$ cat config.mk
export PLATFORM = sky130hd
export DESIGN_NAME = logic_gate_pipe
export DESIGN_NICKNAME = d
export VERILOG_FILES = /design/src/rtl/logic_gate_pipe.sv
export SDC_FILE = /design/constraint.sdc
export NUM_CORES = 1
export LEC_CHECK = 0
export BUFFER_PORTS_ARGS = -buffer_cell sky130_fd_sc_hd__buf_2
export CELL_PAD_IN_SITES_DETAIL_PLACEMENT = 1
export CELL_PAD_IN_SITES_GLOBAL_PLACEMENT = 2
export CORE_MARGIN = 2
export CORE_UTILIZATION = 35
export DETAILED_ROUTE_END_ITERATION = 10
export MAX_ROUTING_LAYER = met4
export PLACE_DENSITY = 0.81
export SLEW_MARGIN = 20
export SYNTH_ARGS = -nofsm -noshare
export SYNTH_HDL_FRONTEND = slang
export SYNTH_SLANG_ARGS = --single-unit
$ cat constraint.sdc
create_clock -name clk -period 6.8 [get_ports clk]
set_clock_uncertainty 0.05 [all_clocks]
set_input_delay 0 -clock clk [delete_from_list [all_inputs] [get_ports clk]]
set_output_delay 0 -clock clk [all_outputs]
set_load 0.02 [all_outputs]
$ cat src/rtl/logic_gate_pipe.sv
// Bitwise logic unit with a 2-entry in-order result buffer and
// valid/ready handshakes on both sides.
module logic_gate_pipe #(
    parameter int W  = 8,
    parameter int CW = 16
) (
    input  logic          clk,
    input  logic          rst_n,
    input  logic          in_valid,
    output logic          in_ready,
    input  logic [2:0]    op,
    input  logic [W-1:0]  a,
    input  logic [W-1:0]  b,
    output logic          out_valid,
    input  logic          out_ready,
    output logic [W-1:0]  y,
    output logic          red_or,
    output logic          red_and,
    output logic [CW-1:0] done_cnt
);

    typedef enum logic [1:0] {
        EMPTY = 2'd0,
        ONE   = 2'd1,
        FULL  = 2'd2
    } state_t;

    state_t state;
    state_t state_nxt;

    logic accept;
    logic pop;

    logic [W-1:0] res_y;
    logic         res_or;
    logic         res_and;

    logic [W-1:0] y0;
    logic [W-1:0] y1;
    logic         or0;
    logic         or1;
    logic         and0;
    logic         and1;

    logic [CW-1:0] cnt;

    always_comb begin
        res_y = '0;
        unique case (op)
            3'b000:  res_y = a & b;
            3'b001:  res_y = a | b;
            3'b010:  res_y = a ^ b;
            3'b011:  res_y = ~(a & b);
            3'b100:  res_y = ~(a | b);
            3'b101:  res_y = ~(a ^ b);
            3'b110:  res_y = a;
            3'b111:  res_y = ~a;
            default: res_y = '0;
        endcase
        res_or  = |res_y;
        res_and = &res_y;
    end

    assign accept = in_valid & in_ready;
    assign pop    = out_valid & out_ready;

    always_ff @(posedge clk) begin
        if (!rst_n) begin
            state <= EMPTY;
        end else begin
            state <= state_nxt;
        end
    end

    always_comb begin
        state_nxt = state;
        unique case (state)
            EMPTY: if (accept) state_nxt = ONE;
            ONE: begin
                if (accept && !pop) begin
                    state_nxt = FULL;
                end else if (pop && !accept) begin
                    state_nxt = EMPTY;
                end
            end
            FULL:  if (pop) state_nxt = ONE;
            default: state_nxt = EMPTY;
        endcase
    end

    // Outputs gated by rst_n so nothing leaks while reset is held.
    always_comb begin
        in_ready  = rst_n && (state == EMPTY || state == ONE);
        out_valid = rst_n && (state == ONE || state == FULL);
        y         = out_valid ? y0 : '0;
        red_or    = out_valid ? or0 : 1'b0;
        red_and   = out_valid ? and0 : 1'b0;
        done_cnt  = cnt;
    end

    // Entry 0 is always the head; entry 1 shifts forward on pop.
    always_ff @(posedge clk) begin
        if (!rst_n) begin
            y0   <= '0;
            y1   <= '0;
            or0  <= 1'b0;
            or1  <= 1'b0;
            and0 <= 1'b0;
            and1 <= 1'b0;
        end else begin
            unique case (state)
                EMPTY: begin
                    if (accept) begin
                        y0   <= res_y;
                        or0  <= res_or;
                        and0 <= res_and;
                    end
                end
                ONE: begin
                    if (accept && pop) begin
                        y0   <= res_y;
                        or0  <= res_or;
                        and0 <= res_and;
                    end else if (accept) begin
                        y1   <= res_y;
                        or1  <= res_or;
                        and1 <= res_and;
                    end
                end
                FULL: begin
                    if (pop) begin
                        y0   <= y1;
                        or0  <= or1;
                        and0 <= and1;
                    end
                end
                default: begin
                    y0 <= '0;
                end
            endcase
        end
    end

    always_ff @(posedge clk) begin
        if (!rst_n) begin
            cnt <= '0;
        end else if (pop) begin
            cnt <= cnt + 1'b1;
        end
    end

endmodule

==> results of run 1 <==
[final cells by class]
class | instances | area [um2] | share of cell area
Inverter | 25 | 93.8 | 0.0300
Clock inverter | 1 | 5.00 | 0.00160
Timing Repair Buffer | 51 | 258 | 0.0824
Multi-Input combinational cell | 252 | 1800 | 0.574
Sequential cell | 38 | 761 | 0.243
Tap cell | 102 | 128 | 0.0408
Clock buffer | 7 | 86.3 | 0.0276
[cell usage in the layout (no fill, tap or decap), drive strengths merged, types with 3 or more instances in the layout]
cell,netlist,layout
dfxtp,38,38
xor2,10,10
and3,14,14
a211oi,8,8
nor4,3,3
mux2,3,3
or4,3,3
nand4,7,7
inv,24,24
nand2,28,28
or3,4,4
mux2i,4,4
ha,24,24
nor2,44,44
a21oi,15,15
nand2b,6,6
o22ai,3,3
a22oi,9,9
o21ai,14,14
and2,4,4
and4bb,3,3
nor4bb,3,3
xnor2,9,9
buf,9,51
nand3,6,6
clkbuf,9,7
[flip-flops by register name (all words and copies together), names as in the netlist]
name,count
y0,8
or1,1
state,2
and1,1
y1,8
done_cnt,16
and0,1
or0,1
[Yosys cell counts (7+ instances only)]
cell / instances / area share
dfxtp_1: 38 / 0.28
and3_1: 14 / 0.032
ha_1: 24 / 0.11
nor2_1: 42 / 0.057
a22oi_1: 9 / 0.024
xnor2_1: 9 / 0.029
clkbuf_1: 9 / 0.012
nand2_1: 27 / 0.037
a21oi_1: 13 / 0.024
xor2_1: 10 / 0.032
a211oi_1: 7 / 0.019
inv_1: 21 / 0.029
o21ai_0: 12 / 0.022
[kinds of logic after synthesis]
group | Yosys count
xor+xnor | 19
compound gates | 66
fa+ha+maj | 24
simple gates | 136
mux | 7
buf+inv | 43
flops | 38
[critical path, delay by kind of cell (launching register included)]
kind | cells | cell delay, ps
adder cells (fa/ha/maj) | 2 | 430
AND/OR/NAND/NOR | 4 | 1140
flip-flops | 1 | 390
AO/OA/AOI/OAI | 3 | 830
buffers and inverters | 1 | 80
[power by group]
group | total, uW | internal [uW] | switching (uW)
Clock | 162 | 81.9 | 80.4
Combinational | 170 | 63.4 | 106
Sequential | 248 | 238 | 9.84
[through the flow]
stage	hold WS, ps	cell area (um2)
final	74.8	3130
after CTS	78.0	3130
after global routing	116	3130
after detailed placement	387	3040
after floorplan	275	2770
after global placement	363	3040
[worst max-delay path by stage]
stage / start / endpoint
2_1_floorplan: state[1] / y0[4]
3_3_place_gp: state[1] / and0
3_5_place_dp: state[1] / and0
4_1_cts: state[1] / and0
5_1_grt: state[1] / and0
6_report: state[1] / and0
[per-layer routing]
metal	global-route usage	part of all wire	vias to the layer above
met5	-	0	-
met4	0.0404	0.0054	0
met3	0.0236	0.027	5
met2	0.292	0.48	43
met1	0.220	0.49	1203
li1	-	-	1243
==> results.py, run 1 <==
metrics = {
    "sta": {
        "setup_tns_ps": 0,
        "setup_violations": 0,
        "post-route-min-period_ps": 3070,
        "worst-slew-pin-transition_ps": 796,
        "drv_slew": 0,
        "clock.fmax_mhz": 326,
        "hold_violations": 0,
        "fin_crit_sh": 0.451,
        "grt_setup_unrepaired": "false",
        "slew_headroom": 0.468,
        "setup_ws_ps": 3730,
    },
    "cells_and_area": {
        "area.growth.synth_to_final_pct": 13.1,
        "fillCellCount": 972,
        "post-route-util": 0.407,
        "drive_gt1_frac": 0.211,
        "diodes": 0,
        "fin_nets": 420,
        "stdcell_count": 476,
    },
    "route": {
        "wl_per_cell_um": 14.7,
        "vias": 2494,
        "first_pass_iters": 4,
        "drc": 0,
        "avgViaCountPerCell": 5.24,
        "ant_nets": 0,
        "initialDrtViolationCount": 81,
        "wirelength_um": 7010,
    },
    "logic_synthesis": {
        "syn_inst": 333,
        "yosys_warnings": 0,
        "synth_simple_gate_area_frac": 0.271,
        "synthesis.area_um2": 2770,
        "synth.area.mux_share": 0.0267,
        "synth_seq_area_share": 0.275,
        "synth_top_family_by_area": "simple AND/OR/NAND/NOR gates",
        "synth-seq-cells": 38,
        "async_flop_share": 0,
        "synth_edf_count": 0,
        "synthAdderAreaFrac": 0.109,
        "synth_compound_gate_area_share": 0.183,
        "synth_cell_types": 59,
        "syn_nets": 380,
        "synthXorXnorAreaFrac": 0.0602,
        "synthFlopType": "dfxtp_1",
        "syn_avg_cell_area_um2": 8.30,
    },
    "placed_design": {
        "dpl.cell_count": 468,
        "place.gp.congestion": 0.757,
        "io_buffers": 50,
        "place_ws_ps": 3790,
        "hpwl_um": 5350,
    },
    "setup_path": {
        "rrSetupSlack_ps": 3730,
        "r2r-end": "and0",
        "critPathRequiredTime_ps": 6880,
        "reg2regPathDepth": 10,
        "worst_path_largest_cell_delay_ps": 520,
        "cp_common_cell": "nor2_1",
        "crit_chain": "inv_1 -> ha_1 -> nor2_1 -> nor2_1 -> and2_1 -> ha_1 -> o21ai_1 -> nor2_1 -> o21ai_0 -> a31oi_1",
        "arrival_ps": 3150,
        "path_class": "reg -> reg",
        "crit_path_start_kind": "flip-flop",
        "cp_slowest_cell": "o21ai_1",
        "cp_max_fo": 12,
        "end_kind": "flip-flop",
        "r2r-start": "state[1]",
    },
    "floorplan": {
        "ioPinCount": 51,
        "coreArea_um2": 7690,
        "num_rows": 32,
        "die_area_um2": 8630,
        "fp.dieH_um": 92.9,
        "start_util": 0.360,
        "fp.dieW_um": 92.9,
    },
    "global_routing": {
        "grt-ovfl-total": 0,
        "track_usage": 0.173,
        "antenna_found_initial": 0,
        "grt_pass1_wl_um": 11900,
        "grt_max_degree": 35,
        "grt_pass1_vias": 2526,
    },
    "min_path": {
        "hp-class": "in -> reg",
        "hold_depth": 3,
        "hold_path_end": "done_cnt[1]",
        "hold_start": "rst_n",
    },
    "clocking": {
        "cts_hold_buf": 0,
        "cts.clk_slew.worst_paths_ps": 70,
        "worstSkewPairLatency_ps": 290,
        "cts_resized": 0,
        "root_buffer": "clkbuf_8",
        "post_cts_buffers": 0,
        "numCtsBuffers": 5,
        "cts_tree": "built",
        "cts_max_path_buffers": 2,
        "clkSinkCount": 38,
        "cts_htree_levels": 2,
    },
    "outcome": {
        "outcome": "finished clean",
    },
    "flow_run": {
        "maxCapViolations": 0,
    },
    "pwr": {
        "worst_ir_drop_vdd_mv": 0.0773,
        "power_leakage_uw": 0.00140,
        "p_per_area_nw_per_um2": 186,
        "totalPowerFinal_uw": 580,
    },
}
(Power assumes the default switching activity.)
==> run 2: changes to the inputs <==
--- a/config.mk
+++ b/config.mk
@@ -5,14 +5,15 @@
 export SDC_FILE = /design/constraint.sdc
 export NUM_CORES = 1
 export LEC_CHECK = 0
+export ABC_AREA = 1
 export BUFFER_PORTS_ARGS = -buffer_cell sky130_fd_sc_hd__buf_2
 export CELL_PAD_IN_SITES_DETAIL_PLACEMENT = 1
 export CELL_PAD_IN_SITES_GLOBAL_PLACEMENT = 2
 export CORE_MARGIN = 2
-export CORE_UTILIZATION = 35
+export CORE_UTILIZATION = 27
 export DETAILED_ROUTE_END_ITERATION = 10
 export MAX_ROUTING_LAYER = met4
-export PLACE_DENSITY = 0.81
+export PLACE_DENSITY = 0.73
 export SLEW_MARGIN = 20
 export SYNTH_ARGS = -nofsm -noshare
 export SYNTH_HDL_FRONTEND = slang
==> constraint.sdc (replaced) <==
create_clock -name clk -period 2.8 [get_ports clk]
set_clock_uncertainty 0.05 [all_clocks]
set_input_delay 0 -clock clk [delete_from_list [all_inputs] [get_ports clk]]
set_output_delay 0 -clock clk [all_outputs]
set_load 0.02 [all_outputs]
==> results.py, run 2 <==
metrics = {
    "placed_design": {
        "place.gp.congestion": 0.788,
        "hpwl_um": 6890,
        "io_buffers": 50,
    },
    "floorplan": {
        "num_rows": 38,
        "fp.dieW_um": 111,
        "fp.dieH_um": 111,
        "coreArea_um2": 11000,
        "ioPinCount": 51,
        "die_area_um2": 12200,
        "start_util": 0.280,
    },
    "sta": {
        "drv_slew": 0,
        "fin_crit_sh": 0.876,
        "hold_violations": 0,
        "post-route-min-period_ps": 2450,
        "grt_setup_unrepaired": "false",
        "slew_headroom": 0.571,
        "worst-slew-pin-transition_ps": 642,
        "setup_violations": 0,
        "setup_tns_ps": 0,
        "clock.fmax_mhz": 408,
        "worst_hold_slack_ps": 52.3,
    },
    "route": {
        "wl_per_cell_um": 13.0,
        "initialDrtViolationCount": 116,
        "ant_nets": 0,
        "first_pass_iters": 4,
        "avgViaCountPerCell": 4.59,
        "drc": 0,
        "vias": 3121,
        "wirelength_um": 8850,
    },
    "logic_synthesis": {
        "synthesis.area_um2": 3070,
        "synth_cell_types": 32,
        "synth_area_leaders": "dfxtp_1, nand2_1, ha_1, inv_1, nor2_1",
        "synthFlopType": "dfxtp_1",
        "synth_top_cell_by_area": "dfxtp_1",
        "synth_seq_area_share": 0.248,
        "syn_avg_cell_area_um2": 6.21,
        "synth-seq-cells": 38,
        "synth_common_cells": "nand2_1, inv_1, nor2_1, dfxtp_1, a21oi_1",
        "syn_nets": 542,
        "synth_edf_count": 0,
        "async_flop_share": 0,
        "synth.top_cell.area_share": 0.248,
        "syn_inst": 495,
        "yosys_warnings": 0,
        "yosysMostFrequentCell": "nand2_1",
    },
    "setup_path": {
        "cp_max_fo": 18,
        "crit_path_start_kind": "flip-flop",
        "cp_slowest_cell": "nand2_1",
        "path_class": "reg -> reg",
        "reg2regPathDepth": 12,
        "critPathRequiredTime_ps": 2920,
        "end_kind": "flip-flop",
        "arrival_ps": 2570,
        "rrSetupSlack_ps": 350,
        "worst_path_largest_cell_delay_ps": 410,
        "cp_common_cell": "inv_1",
        "r2r-end": "or1",
        "critical_path.top_delay_family": "simple AND/OR/NAND/NOR gates",
        "r2r-start": "state[0]",
        "crit_chain": "inv_1 -> ha_1 -> nand2_1 -> inv_2 -> nand2_4 -> ha_1 -> nand2_1 -> inv_1 -> nor2_1 -> nor2_1 -> o21ai_1 -> inv_1",
        "cp.buffers_inverters": 4,
    },
    "global_routing": {
        "grt_pass1_vias": 3243,
        "use_met2": 0.253,
        "grt_util_met1": 0.203,
        "antenna_found_initial": 0,
        "grt-ovfl-total": 0,
        "track_usage": 0.153,
        "grt.met3_usage": 0.0164,
        "grt_busiest_layer": "met2",
        "grt_max_degree": 32,
        "grt_pass1_wl_um": 15600,
    },
    "clocking": {
        "cts.clk_slew.worst_paths_ps": 60,
        "cts_resized": 0,
        "cts_max_path_buffers": 2,
        "root_buffer": "clkbuf_16",
        "clkSinkCount": 38,
        "cts_hold_buf": 0,
        "numCtsBuffers": 5,
        "worstSkewPairLatency_ps": 270,
        "cts_htree_levels": 2,
        "cts_tree": "built",
        "post_cts_buffers": 0,
    },
    "cells_and_area": {
        "layout_commonest_cell": "nand2_1",
        "largest_reg_flops": 16,
        "fin_nets": 586,
        "diodes": 0,
        "area.growth.synth_to_final_pct": 16.0,
        "drive_gt1_frac": 0.137,
        "layout_common_cells": "nand2_1, inv_1, nor2_1, buf_2, dfxtp_1",
    },
    "min_path": {
        "hp-class": "in -> reg",
        "hold_depth": 4,
        "hold_path_end": "done_cnt[1]",
        "hold_start": "out_ready",
    },
    "outcome": {
        "outcome": "finished clean",
    },
    "pwr": {
        "worst_ir_drop_vdd_mv": 0.276,
        "p_per_area_nw_per_um2": 576,
        "power_leakage_uw": 0.00185,
    },
    "flow_run": {
        "maxCapViolations": 0,
    },
}
run 2: changes by cell type in the layout (fill, tap and decap cells not counted), moves of 8 or more:
cell	change
nor2_1	+20
inv_1	+59
and3_1	-14
nand3b_1	+11
nand2_1	+95
nand4_1	+19
a22oi_1	-9
nand3_1	+17
a21oi_1	+17
xnor2_1	-8
run 2: worst register-to-register path: stages (launching register included):
cell     delay, ps
dfxtp_1        360
inv_1           90
ha_1           280
nand2_1        210
inv_2          150
nand2_4        110
ha_1           220
nand2_1        410
inv_1          140
nor2_1         130
nor2_1          50
o21ai_1         90
inv_1           50
run 2: logic make-up after synthesis:
family | Yosys count | share of synthesized area
xor+xnor | 5 | 0.0143
simple gates | 259 | 0.383
buf+inv | 101 | 0.138
flops | 38 | 0.248
compound gates | 68 | 0.119
fa+ha+maj | 24 | 0.0978
run 2: through the flow:
step                 util  total power, uW  area, um2  setup slack [ps]  std cells
floorplan               -             1270       3070               819        495
global placement    0.311             1490       3410               488        672
detailed placement  0.311             1500       3410               363        672
CTS                 0.324             2080       3560               331        680
global route        0.324             2220       3560              55.4        680
finish              0.324             2050       3560               347        680
run 2: final cells by class:
class	instances	area, um2
Clock buffer	7	143
Clock inverter	1	5.00
Fill cell	1479	7420
Inverter	85	320
Multi-Input combinational cell	356	1890
Sequential cell	38	761
Tap cell	140	175
Timing Repair Buffer	53	273
run 2: worst max path at each step:
stage             to  cells past startpoint  slack (ps)  startpoint
6_report         or1                     12         350    state[0]
5_1_grt          or1                     12          60    state[0]
4_1_cts          or1                     12         330    state[0]
3_5_place_dp     or1                     12         360    state[0]
3_3_place_gp   y0[2]                     10         490    state[0]
2_1_floorplan  y1[6]                     10         820    state[1]
run 2: where the power goes:
part           switching, uW  internal [uW]  total [uW]
registers               40.9            620         661
logic                    566            265         831
clock network            206            353         559
total                    812           1240        2050
run 2: metal layers:
layer | vias up | routed length, um
li1 | 1668 | -
met1 | 1398 | 4610
met2 | 47 | 3960
met3 | 8 | 218
met4 | 0 | 65
met5 | - | 0
